--- config.mk ---
export PLATFORM = sky130hd
export DESIGN_NAME = radix2_div_flat
export DESIGN_NICKNAME = d
export VERILOG_FILES = /design/src/rtl/radix2_div_pkg.sv /design/src/rtl/radix2_div_if.sv /design/src/rtl/radix2_div.sv /design/src/flat_wrapper.sv
export SDC_FILE = /design/constraint.sdc
export NUM_CORES = 1
export LEC_CHECK = 0
export BUFFER_PORTS_ARGS = -buffer_cell sky130_fd_sc_hd__buf_2
export CORE_UTILIZATION = 30
export CTS_CLUSTER_SIZE = 14
export DETAILED_ROUTE_END_ITERATION = 6
export PLACE_DENSITY = 0.46
export SKIP_LAST_GASP = 1
export SLEW_MARGIN = 0
export SYNTH_ARGS = -nofsm -noshare
export SYNTH_HDL_FRONTEND = slang
export SYNTH_SLANG_ARGS = --single-unit
--- constraint.sdc ---
create_clock -name clk -period 12.35 [get_ports clk]
set_input_delay 1.235 -clock clk [delete_from_list [all_inputs] [get_ports clk]]
set_output_delay 1.235 -clock clk [all_outputs]
set_load 0.1 [all_outputs]
--- src/rtl/radix2_div_pkg.sv ---
// radix2_div_pkg
//   Shared constants, FSM state encoding and small helpers for the radix-2
//   restoring divider used by the RV64 M-extension execute stage.
//   Contents:
//     XLEN        operand/result width (64 only, matches the register bus)
//     CNT_W       iteration counter width (must hold XLEN)
//     DIV_ITER    number of quotient bits produced (one per clock)
//     div_state_e IDLE / CALC / DONE encodings
//     abs_val()   magnitude of an operand as an unsigned value
package radix2_div_pkg;

  localparam int unsigned XLEN  = 64;
  localparam int unsigned CNT_W = 7;

  localparam logic [CNT_W-1:0] DIV_ITER = 7'd64;

  typedef enum logic [1:0] {
    DIV_IDLE = 2'd0,
    DIV_CALC = 2'd1,
    DIV_DONE = 2'd2
  } div_state_e;

  // Negate only for a signed operation with a negative operand. The most
  // negative value maps onto itself, which read as unsigned is exactly 2^63.
  function automatic logic [XLEN-1:0] abs_val(input logic [XLEN-1:0] v,
                                              input logic            sgn);
    logic [XLEN-1:0] res;
    if (sgn && v[XLEN-1]) begin
      res = -v;
    end else begin
      res = v;
    end
    return res;
  endfunction

endpackage

--- src/rtl/radix2_div_if.sv ---
// radix2_div_if
//   Request/response bundle between the EX stage and the divider.
//   Signals:
//     valid      request, held high by EX until ready
//     div_signed 1 = DIV/REM, 0 = DIVU/REMU (sampled at start)
//     dividend   rs1 value (sampled at start)
//     divisor    rs2 value (sampled at start)
//     ready      one-cycle completion pulse
//     quotient   quotient, zero whenever ready is low
//     remainder  remainder, zero whenever ready is low
//   Modports: master = EX side, slave = divider side.
interface radix2_div_if;
  import radix2_div_pkg::*;

  logic            valid;
  logic            div_signed;
  logic [XLEN-1:0] dividend;
  logic [XLEN-1:0] divisor;
  logic            ready;
  logic [XLEN-1:0] quotient;
  logic [XLEN-1:0] remainder;

  modport master (
    output valid, div_signed, dividend, divisor,
    input  ready, quotient, remainder
  );

  modport slave (
    input  valid, div_signed, dividend, divisor,
    output ready, quotient, remainder
  );

endinterface

--- src/rtl/radix2_div.sv ---
// radix2_div
//   Iterative radix-2 restoring divider, one quotient bit per clock, for
//   signed and unsigned 64-bit DIV/DIVU/REM/REMU. Fixed latency: a request
//   accepted in IDLE completes 64 iterations later, divide-by-zero included.
//   Dropping valid in CALC or DONE abandons the operation (flush path).
//   Ports:
//     clk  clock
//     rst  synchronous reset, active-high, overrides everything
//     bus  radix2_div_if slave side (valid/operands in, ready/results out)
module radix2_div
  import radix2_div_pkg::*;
(
  input  logic        clk,
  input  logic        rst,
  radix2_div_if.slave bus
);

  div_state_e      state_q, state_d;
  logic [CNT_W-1:0] cnt_q, cnt_d;
  // Partial remainder. The restoring step keeps it strictly below the
  // divisor, so the 65th bit of the trial result is only ever a borrow flag
  // and never needs to be stored.
  logic [XLEN-1:0] rem_q, rem_d;
  logic [XLEN-1:0] quo_q, quo_d;     // |dividend| shifting out, quotient in
  logic [XLEN-1:0] dvsr_q, dvsr_d;   // |divisor|
  logic [XLEN-1:0] raw_q, raw_d;     // raw dividend for divide-by-zero
  logic            q_neg_q, q_neg_d;
  logic            r_neg_q, r_neg_d;
  logic            dz_q, dz_d;

  logic [XLEN:0]   shift_s;
  logic [XLEN:0]   trial_s;
  logic            ready_s;

  // Iteration step: shift {R,Q} left and trial-subtract the divisor.
  always_comb begin
    shift_s = {1'b0, rem_q[XLEN-2:0], quo_q[XLEN-1]};
    if (rem_q[XLEN-1]) begin
      shift_s[XLEN] = 1'b1;
    end else begin
      shift_s[XLEN] = 1'b0;
    end
    trial_s = shift_s - {1'b0, dvsr_q};
  end

  // Next-state and datapath update.
  always_comb begin
    state_d = state_q;
    cnt_d   = cnt_q;
    rem_d   = rem_q;
    quo_d   = quo_q;
    dvsr_d  = dvsr_q;
    raw_d   = raw_q;
    q_neg_d = q_neg_q;
    r_neg_d = r_neg_q;
    dz_d    = dz_q;
    case (state_q)
      DIV_IDLE: begin
        if (bus.valid) begin
          quo_d   = abs_val(bus.dividend, bus.div_signed);
          dvsr_d  = abs_val(bus.divisor, bus.div_signed);
          raw_d   = bus.dividend;
          q_neg_d = bus.div_signed & (bus.dividend[XLEN-1] ^ bus.divisor[XLEN-1]);
          r_neg_d = bus.div_signed & bus.dividend[XLEN-1];
          dz_d    = (bus.divisor == 64'd0);
          rem_d   = 64'd0;
          cnt_d   = 7'd0;
          state_d = DIV_CALC;
        end else begin
          state_d = DIV_IDLE;
        end
      end
      DIV_CALC: begin
        if (!bus.valid) begin
          state_d = DIV_IDLE;
        end else begin
          cnt_d = cnt_q + 7'd1;
          // A clear borrow means the divisor fits: keep the difference.
          if (!trial_s[XLEN]) begin
            rem_d = trial_s[XLEN-1:0];
            quo_d = {quo_q[XLEN-2:0], 1'b1};
          end else begin
            rem_d = shift_s[XLEN-1:0];
            quo_d = {quo_q[XLEN-2:0], 1'b0};
          end
          if (cnt_q == (DIV_ITER - 7'd1)) begin
            state_d = DIV_DONE;
          end else begin
            state_d = DIV_CALC;
          end
        end
      end
      DIV_DONE: begin
        state_d = DIV_IDLE;
      end
      default: begin
        state_d = DIV_IDLE;
      end
    endcase
  end

  // State and datapath registers with synchronous reset.
  always_ff @(posedge clk) begin
    if (rst) begin
      state_q <= DIV_IDLE;
      cnt_q   <= 7'd0;
      rem_q   <= 64'd0;
      quo_q   <= 64'd0;
      dvsr_q  <= 64'd0;
      raw_q   <= 64'd0;
      q_neg_q <= 1'b0;
      r_neg_q <= 1'b0;
      dz_q    <= 1'b0;
    end else begin
      state_q <= state_d;
      cnt_q   <= cnt_d;
      rem_q   <= rem_d;
      quo_q   <= quo_d;
      dvsr_q  <= dvsr_d;
      raw_q   <= raw_d;
      q_neg_q <= q_neg_d;
      r_neg_q <= r_neg_d;
      dz_q    <= dz_d;
    end
  end

  // A DONE cycle with valid already withdrawn counts as flushed.
  assign ready_s   = (state_q == DIV_DONE) & bus.valid;
  assign bus.ready = ready_s;

  // Sign fix-up and divide-by-zero override, forced to zero outside ready.
  always_comb begin
    bus.quotient  = 64'd0;
    bus.remainder = 64'd0;
    if (!ready_s) begin
      bus.quotient  = 64'd0;
      bus.remainder = 64'd0;
    end else if (dz_q) begin
      bus.quotient  = {XLEN{1'b1}};
      bus.remainder = raw_q;
    end else begin
      bus.quotient  = q_neg_q ? -quo_q : quo_q;
      bus.remainder = r_neg_q ? -rem_q : rem_q;
    end
  end

endmodule

--- src/flat_wrapper.sv ---
// flat-port wrapper written by rule: the top's interface ports become plain ports
module radix2_div_flat import radix2_div_pkg::*;
  (clk, rst, bus_valid, bus_div_signed, bus_dividend, bus_divisor, bus_ready, bus_quotient, bus_remainder);
  radix2_div_if bus_i ();
  input  logic clk;
  input  logic rst;
  input wire logic [$bits(bus_i.valid)-1:0] bus_valid;
  input wire logic [$bits(bus_i.div_signed)-1:0] bus_div_signed;
  input wire logic [$bits(bus_i.dividend)-1:0] bus_dividend;
  input wire logic [$bits(bus_i.divisor)-1:0] bus_divisor;
  output wire logic [$bits(bus_i.ready)-1:0] bus_ready;
  output wire logic [$bits(bus_i.quotient)-1:0] bus_quotient;
  output wire logic [$bits(bus_i.remainder)-1:0] bus_remainder;
  assign bus_i.valid = bus_valid;
  assign bus_i.div_signed = bus_div_signed;
  assign bus_i.dividend = bus_dividend;
  assign bus_i.divisor = bus_divisor;
  assign bus_ready = bus_i.ready;
  assign bus_quotient = bus_i.quotient;
  assign bus_remainder = bus_i.remainder;
  radix2_div u_core (.clk(clk), .rst(rst), .bus(bus_i));
endmodule
# --- Word level (Yosys, flattened, before mapping) ---
# Index checks and enable logic that the tools add are counted.
totals:
  out_inout_bits: 129
  wordCells: 55
  inputBits: 132
  ff_bits: 268
op_classes:
  addsub: 6
  muxes: 24
  bitwise: 4
  eq_ne: 5
  reduce_logical: 7
ops:
  columns: ["operator", "count"]
  rows:
  - ["$mux W64", 13]
  - ["$neg A64 Y64", 4]
  - ["$pmux W64 S2", 2]
  - ["$sub A65 B64 Y65", 1]
  - ["$logic_not A64 Y1", 1]
  - ["$mux W7", 2]
  - ["$pmux W7 S2", 1]
  - ["$add A7 B1 Y7 const B", 1]
  - ["$eq A7 B6 Y1 const B", 1]
  - ["$mux W2", 2]
  - ["$ne A2 B2 Y1 const B", 2]
  - ["$pmux W2 S2", 1]
  - ["$and A1 B1 Y1", 3]
  - ["$mux W1", 3]
  - ["$reduce_and A3 Y1", 1]
  - ["$eq A2 B1 Y1 const B", 1]
  - ["$eq A2 B2 Y1 const B", 1]
  - ["$logic_and A1 B1 Y1", 2]
  - ["$logic_not A2 Y1", 1]
  - ["$reduce_and A2 Y1", 1]
  - ["$reduce_bool A2 Y1", 1]
  - ["$xor A1 B1 Y1", 1]

# --- Depth between registers and ports, before layout ---
# Gate-level depths: netlist (run 1).
logic_depth:
  depth_word: 5
  mapped_depth: 15
  mapped_depth_nobuf: 14

# --- Worst setup path after synthesis (run 1) ---
# OpenSTA, ideal clock, no wires.
synth_path:
  path_type: "reg2out"
  from: "register u_core.rem_q[6]"
  to: "output port bus_remainder[63]"
  path_stages_with_launch: 12
  t_required_ns: 11.115
  path_buffers: 0
  setup_slack_ns: 5.477
  arrival_ns: 5.638
  path_cell_list: "dfxtp_1 > or4_4 > or3_4 > or3_4 > or4_4 > or4_4 > or3_4 > o41ai_4 > nand2_2 > a21oi_2 > xor2_1 > o31ai_1"
synth_via:
  elab_chain_len: 4
synth_rtl:
  columns: ["item", "line", "rtl"]
  rows:
  - ["start: declaration", "radix2_div.sv:23", "logic [XLEN-1:0] rem_q, rem_d;"]
  - ["start signal: assignment", "radix2_div.sv:117", "rem_q <= rem_d;"]
  - ["$neg A64 Y64", "radix2_div.sv:143", "bus.remainder = r_neg_q ? -rem_q : rem_q;"]
  - ["$mux W64", "radix2_div.sv:143", null]
  - ["$mux W64", "radix2_div.sv:138", "end else if (dz_q) begin"]
  - ["$mux W64", "radix2_div.sv:135", "if (!ready_s) begin"]
  - ["end: declaration", "flat_wrapper.sv:13", "output wire logic [$bits(bus_i.remainder)-1:0] bus_remainder;"]
# Every way passes these cells.

# --- Worst setup path after layout (run 1) ---
# Ends and elaborated chain as after synthesis.

==> results of run 1 <==
## registers in the layout, summed over array words and instances, names as in the netlist
register and count:
u_core.rem_q 64, u_core.state_q 2, u_core.dvsr_q 64, u_core.cnt_q 7
u_core.r_neg_q 1, u_core.quo_q 64, u_core.dz_q 1, u_core.raw_q 64
u_core.q_neg_q 1
## layout by cell type, fill, tap and decap left out, types with 16 or more instances in the layout
cell and instances:
nand2_1 453, a21oi_1 364, nor2_1 310, dfxtp_1 264, buf_2 259, o21ai_0 216
xor2_1 198, xnor2_1 109, inv_1 94, ha_1 69, o31ai_1 61, a211oi_1 57
nor3_1 48, or3_1 47, mux2i_1 45, clkbuf_16 37, o41ai_1 31, a21o_1 28
or4_1 27, nor4_1 26, nand3_1 26, buf_4 26, nand4_1 23, and2_1 20
o211ai_1 18, o21bai_1 18, nand2b_1 16
## final cells by class
cell class | instances | area, um^2 | area share
antenna | 4 | 10.0 | 0.000422
clock buffer | 49 | 1000 | 0.0422
clock inverter | 13 | 170 | 0.00717
inverter | 95 | 357 | 0.0150
multi-input combinational | 2379 | 14200 | 0.599
sequential | 268 | 5380 | 0.227
tap | 873 | 1090 | 0.0460
timing repair buffer | 286 | 1500 | 0.0633
## power by group through the flow
| stage | clock network, mW | registers, mW | logic, mW |
|---|---|---|---|
| floorplan | 0 | 0.954 | 0.298 |
| global placement | 0 | 0.969 | 0.420 |
| detailed placement | 0 | 0.971 | 0.421 |
| CTS | 1.10 | 0.952 | 0.423 |
| global route | 1.13 | 0.959 | 0.474 |
| finish | 1.06 | 0.953 | 0.422 |
## worst max-delay path by stage
stage | depth (start not counted) | end | start
floorplan | 11 | bus_remainder[63] | u_core.rem_q[6]
global placement | 12 | bus_remainder[63] | u_core.rem_q[6]
detailed placement | 12 | bus_remainder[63] | u_core.rem_q[6]
CTS | 12 | bus_remainder[63] | u_core.rem_q[6]
global route | 12 | bus_remainder[51] | u_core.rem_q[6]
finish | 12 | bus_remainder[63] | u_core.rem_q[6]
## cell families (layout without fill, tap and decap cells)
family / Yosys count / count (layout) / synth area share
AOI/OAI and AO/OA: 889 / 889 / 0.259
xor gates and xnor gates: 308 / 308 / 0.131
adders and majority gates: 70 / 70 / 0.0428
buffers and inverters: 291 / 443 / 0.0537
DFF: 268 / 268 / 0.260
muxes: 45 / 45 / 0.0218
other: 0 / 4 / 0
and+or+nand+nor: 1067 / 1067 / 0.232
## metal layers
| metal | wire length, um | track usage | up-vias |
|---|---|---|---|
| met5 | 0 | 0 | - |
| met4 | 1770 | 0.0581 | 0 |
| met3 | 3220 | 0.0244 | 90 |
| met2 | 31100 | 0.309 | 516 |
| met1 | 37500 | 0.301 | 9402 |
| li1 | - | - | 10600 |
## critical path, stage by stage (launching register included)
cell and delay [ps]:
dfxtp_1 380, or4_4 580, or3_4 360, or3_4 410, or4_4 450, or4_4 460
or3_4 370, o41ai_4 350, nand2_2 120, a21oi_2 140, xor2_1 80, o31ai_1 230
buf_2 490
==> metrics.md, run 1 <==
| Metric | Value |
|---|---|
| Clock sinks | `between 200 and 300` |
| Placed inst area | `between 20000 and 25000 um^2` |
| Hold path endpoint | `u_core.raw_q[32]` |
| Net Sw Frac | `0.296` |
| Setup_tns | `0 ps` |
| RSZ-0062 raised after global routing | `false` |
| Final Skew | `between 10 and 15 ps` |
| Async S/R FF share, synth | `0` |
| Core area | `slightly below 70000 um^2` |
| Cell count after synthesis | `between 2000 and 3000` |
| Most used DFF post-synth | `dfxtp_1` |
| Gpl congestion | `roughly 0.89` |
| Via count | `20600` |
| Most common cell in the netlist | `nand2_1` |
| Post-synth EDFFs | `0` |
| Area leader, netlist | `dfxtp_1` |
| Pre-CTS setup slack | `6730 ps` |
| Failing checks | `design-rule violations` |
| Switch Pwr | `between 0.7 and 0.8 mW` |
| Post-synth top cells | `nand2_1 (454), a21oi_1 (364), nor2_1 (312), dfxtp_1 (268), o21ai_0 (216)` |
| Design area | `~24000 um^2` |
| Die area | `~70000 um^2` |
| Hold Path Depth | `2` |
| Htree depth | `2` |
| Chip height | `~260 um` |
| Setup crit end kind | `output port` |
| PortBufs | `between 200 and 300` |
| Vias in the first global route | `just under 20000` |
| Min cycle time layout | `around 6200 ps` |
| Slew @ Worst Pin | `1030 ps` |
| Clk_lat worst skew | `~550 ps` |
| Nets | `~3300` |
| Post-Syn Nets | `~3100` |
| Status | `finished with violations` |
| CTS Buf Count | `35` |
| Cts repair resizes | `0` |
| Max Clk Rate | `162 MHz` |
| Power Dens Cells | `103 nW/um^2` |
| Final wirelength | `73600 um` |
| Int Pwr | `around 1.7 mW` |
| P_leak | `around 9.5 nW` |
| Initial Utilization | `0.305` |
| Final setup viols | `0` |
| Flop pwr share | `0.391` |
| Layout Utilization | `0.351` |
| VDD IR max | `just under 0.08 mV` |
| Reg clk slew, reported paths | `60 ps` |
| Seq/Total Area, Yosys | `0.260` |
| Layout Cells excl Fill | `between 3000 and 4000` |
| Max-slew headroom | `0.313` |
| Setup ws final | `6170 ps` |
| Overall power | `around 2.4 mW` |
| Clk pwr share | `0.435` |
| Reg2reg setup slack | `between 7000 and 8000 ps` |
| Setup CP Type | `reg -> out` |
| CP Launch Type | `register` |
| DRT iter0 DRCs | `roughly 1500` |
| Synth Area per Inst | `roughly 7 um^2` |
| Filler cells | `approximately 7200` |
| Top cells by area, synth | `dfxtp_1 (26%), a21oi_1 (8.8%), xor2_1 (8.4%)` |
| Share of layout cells above drive strength 1 | `0.123` |
| Placed cells | `around 3900` |
| Reg2Reg Launch Point | `u_core.quo_q[63]` |
| Max Cap Viol | `0` |
| Row cnt | `between 90 and 100` |
| Residual DRC count | `1` |
| Ys Warns | `0` |
| IO Count | `approximately 260` |
| Die X | `between 200 and 300 um` |
| Final period utilization | `0.500` |
| Synth-to-layout area growth | `14.9%` |
| Combinational share of power | `0.173` |
| CTS Hold Bufs | `0` |
| GRT overflow | `0` |
| Synth Cell Area | `20600 um^2` |
| Max Slew Vio Count | `0` |
| Initial antenna violation count | `3` |
| Drt wl/cell | `between 15 and 20 um` |
| Post-CTS Setup Bufs | `0` |
| Final Hold Viols | `0` |
| Initial DRT Pass Iterations | `7` |
| HP Start | `u_core.raw_q[32]` |
| Seq cells post-synth | `roughly 270` |
| Root Buffer | `clkbuf_16` |
| GR Util All Layers | `0.204` |
| HPWL after DPL | `~57000 um` |
| DRT antenna net count | `0` |
| Min-delay worst type | `reg -> reg` |
| DR vias/cell | `slightly above 5` |
| Critical Path AT | `between 4000 and 5000 ps` |
| Yosys top cell area share | `0.260` |
| Deepest clock path buffer count | `3` |
| WP data required | `11110 ps` |
| Highest fanout seen on the critical path | `8` |
| Reg-to-Reg End | `u_core.rem_q[58]` |
| TritonCTS clock tree | `yes` |
| Largest net degree at the start of global routing | `96` |
| Synth unique cells | `73` |
| First-pass GRT wire length | `114000 um` |
| Hold_ws | `between 400 and 500 ps` |
| Register-to-Register Path Depth | `17` |
No activity file was read; power rests on OpenSTA's default activity.
==> run 2: changes to the inputs <==
--- a/config.mk
+++ b/config.mk
@@ -9,7 +9,7 @@
 export CORE_UTILIZATION = 30
 export CTS_CLUSTER_SIZE = 14
 export DETAILED_ROUTE_END_ITERATION = 6
-export PLACE_DENSITY = 0.46
+export PLACE_DENSITY = 0.47
 export SKIP_LAST_GASP = 1
 export SLEW_MARGIN = 0
 export SYNTH_ARGS = -nofsm -noshare
==> constraint.sdc (replaced) <==
create_clock -name clk -period 5.5 [get_ports clk]
set_input_delay 0.55 -clock clk [delete_from_list [all_inputs] [get_ports clk]]
set_output_delay 0.55 -clock clk [all_outputs]
set_load 0.1 [all_outputs]
==> run 2 against run 1 <==
  * Combinational power rose by 120%
  * Routed wire length rose by 0.33%
  * The flow now finishes without violations
  * Non-clock buffer count rose by 13
  * Design area rose by 0.43%
  * Die area did not move
  * Largest cell class unchanged
  * Via count rose by 0.16%
  * Power rose by 120%
  * Core utilization rose by 0.15 points
  * Clock skew rose by 1.5 ps
  * Highest routed layer unchanged
  * Worst setup slack got worse by 6000 ps
==> metrics.md, run 2 (synthesis results as in run 1) <==
| Metric | Value |
|---|---|
| Largest stage delay, worst path | `540 ps (was 580 ps)` |
| Post-CTS Setup Bufs | `0 (unchanged)` |
| Crit path to | `bus_quotient[63] (was bus_remainder[63])` |
| Overall power | `5.38 mW (was 2.44 mW)` |
| Power Dens Cells | `226 nW/um^2 (was 103 nW/um^2)` |
| WP data required | `4950 ps (was 11110 ps)` |
| Gpl congestion | `0.907 (was 0.890)` |
| Core area | `67600 um^2 (unchanged)` |
| Reg clk slew, reported paths | `60 ps (about the same)` |
| Critical Path AT | `4800 ps (was 4940 ps)` |
| TritonCTS clock tree | `yes (unchanged)` |
| VDD IR max | `0.147 mV (was 0.0772 mV)` |
| HP Start | `bus_dividend[62] (was u_core.raw_q[32])` |
| Layout Cells excl Fill | `3979 (was 3967)` |
| DR vias/cell | `5.19 (was 5.20)` |
| Most frequent cells in the layout | `nand2_1 (453), a21oi_1 (364), nor2_1 (310) (unchanged)` |
| Share of layout cells above drive strength 1 | `0.129 (was 0.123)` |
| Crit. path cell count | `12 (unchanged)` |
| Setup CP Type | `reg -> out (unchanged)` |
| Initial Utilization | `0.305 (unchanged)` |
| Drt wl/cell | `18.5 um (about the same)` |
| GR Util All Layers | `0.206 (was 0.204)` |
| Clock sinks | `268 (unchanged)` |
| IO Count | `261 (unchanged)` |
| Final wirelength | `73800 um (was 73600 um)` |
| Vias in the first global route | `19700 (was 19300)` |
| Nets | `3281 (was 3267)` |
| Reg2reg setup slack | `1210 ps (was 7130 ps)` |
| Reg2Reg Launch Point | `u_core.quo_q[63] (unchanged)` |
| Initial antenna violation count | `1 (was 3)` |
| Via count | `20600 (about the same)` |
| Row cnt | `95 (unchanged)` |
| CP most frequent cell | `or3_1` |
| Root Buffer | `clkbuf_16 (unchanged)` |
| Min-delay worst type | `in -> reg (was reg -> reg)` |
| PortBufs | `260 (unchanged)` |
| Htree depth | `2 (unchanged)` |
| Crit. Startpoint | `u_core.quo_q[0] (was u_core.rem_q[6])` |
| Hold_ws | `299 ps (was 457 ps)` |
| DRT antenna net count | `0 (unchanged)` |
| Cells along the critical path | `or4_1, or4_4, or3_4, or3_1, or2_1, or3_1, or2_4, nand2b_4, o21ai_1, xnor2_1, a21oi_1, buf_2 (was or4_4, or3_4, or3_4, or4_4, or4_4, or3_4, o41ai_4, nand2_2, a21oi_2, xor2_1, o31ai_1, buf_2)` |
| Max Clk Rate | `187 MHz` |
| CP Launch Type | `register (unchanged)` |
| Clk_lat worst skew | `540 ps (was 550 ps)` |
| RSZ-0062 raised after global routing | `true (was false)` |
| Deepest clock path buffer count | `3 (unchanged)` |
| HPWL after DPL | `56600 um (about the same)` |
| WP buf/inv | `1 (unchanged)` |
| Final setup viols | `0 (unchanged)` |
| Setup crit end kind | `output port (unchanged)` |
| GRT overflow | `0 (unchanged)` |
| CTS Buf Count | `36 (was 35)` |
| Max-slew headroom | `0.297 (was 0.313)` |
| First-pass GRT wire length | `115000 um (was 114000 um)` |
| Final Skew | `11.9 ps (was 10.4 ps)` |
| CP max-delay cell | `or4_1 (was or4_4)` |
| DRT iter0 DRCs | `1489 (was 1541)` |
| Top delay family on crit path | `simple AND/OR/NAND/NOR gates (unchanged)` |
| Register-to-Register Path Depth | `18 (was 17)` |
| Min cycle time layout | `about 5400 ps` |
| Most common cell after layout, fill and taps aside | `nand2_1 (unchanged)` |
| P_leak | `9.55 nW (was 9.49 nW)` |
| Status | `completed (was finished with violations)` |
| Reg-to-Reg End | `u_core.rem_q[10] (was u_core.rem_q[58])` |
| Die X | `264 um (unchanged)` |
| Residual DRC count | `0 (was 1)` |
| Largest net degree at the start of global routing | `104 (was 96)` |
| Initial DRT Pass Iterations | `5 (was 7)` |
| Final period utilization | `0.973` |
| Placed cells | `3914 (was 3901)` |
| Die area | `69800 um^2 (unchanged)` |
| Max Slew Vio Count | `0 (unchanged)` |
| Layout Utilization | `0.352 (was 0.351)` |
| Synth-to-layout area growth | `15.4% (was 14.9%)` |
| Final Hold Viols | `0 (unchanged)` |
| Slew @ Worst Pin | `1050 ps (was 1030 ps)` |
| Max Cap Viol | `0 (unchanged)` |
| Chip height | `264 um (unchanged)` |
| Highest fanout seen on the critical path | `7 (was 8)` |
==> run 2: cell count changes in the layout (fill, tap and decap cells not counted), sizes merged <==
| cell | delta |
|---|---|
| diode | -2 |
| clkinv | +1 |
| buf | +13 |
| inv | +1 |
| clkbuf | +1 |
| bufinv | -3 |
| clkinvlp | +1 |
==> run 2: timing repair <==
action                                  4_1_cts  5_1_grt
resized for setup                             1        3
hold buffers                                  0        0
endpoints found under the setup margin        1        4
==> run 2: area by class of cell <==
type | instances | area [um^2]
clock buffers | 50 | 1030
inverters | 95 | 357
repair buffers | 299 | 1630
well taps | 873 | 1090
diodes | 2 | 5.00
flip-flops and latches | 268 | 5380
clock inverters | 13 | 105
multi-input cells | 2379 | 14200
fillers | 7281 | 43800
==> run 2: stage by stage <==
| stage | setup slack [ps] | instance area (um^2) | setup TNS [ps] |
|---|---|---|---|
| detailed placement | 583 | 22700 | 0 |
| global route | -0.873 | 23800 | -1.61 |
| global placement | 602 | 22700 | 0 |
| finish | 146 | 23800 | 0 |
| CTS | 9.45 | 23800 | 0 |
| floorplan | 103 | 20600 | 0 |
==> run 2: how the worst min path moves through the flow <==
| stage | to | slack (ps) | cells after the start |
|---|---|---|---|
| finish | u_core.raw_q[62] | 300 | 3 |
| global route | u_core.raw_q[7] | 280 | 3 |
| CTS | u_core.raw_q[62] | 270 | 3 |
| detailed placement | u_core.raw_q[31] | 450 | 2 |
| global placement | u_core.raw_q[38] | 440 | 2 |
| floorplan | u_core.raw_q[55] | 440 | 2 |
==> run 2: worst register-to-register path, delay by kind of cell, from the launching register on <==
kind                     cells  cell delay [ps]
AO/OA/AOI/OAI                8             1560
XOR/XNOR                     1              210
adder cells (fa/ha/maj)      2              700
buffers and inverters        5              930
flip-flops                   1              310
multiplexers                 1              240
AND/OR/NAND/NOR              1              180
==> run 2: layer usage <==
layer	GRT usage	vias to the layer above	share of wire	wire length, um
li1	-	10600	-	-
met3	0.0253	94	0.045	3310
met5	0	-	0	0
met4	0.0588	0	0.025	1820
met2	0.314	479	0.43	31600
met1	0.300	9480	0.50	37100
==> run 2: power breakdown <==
| group | leakage [nW] | switching, mW | internal [mW] |
|---|---|---|---|
| Clock | 0.558 | 0.923 | 1.36 |
| Sequential | 2.20 | 0.0992 | 2.04 |
| Combinational | 6.80 | 0.598 | 0.350 |
| Total | 9.55 | 1.62 | 3.75 |
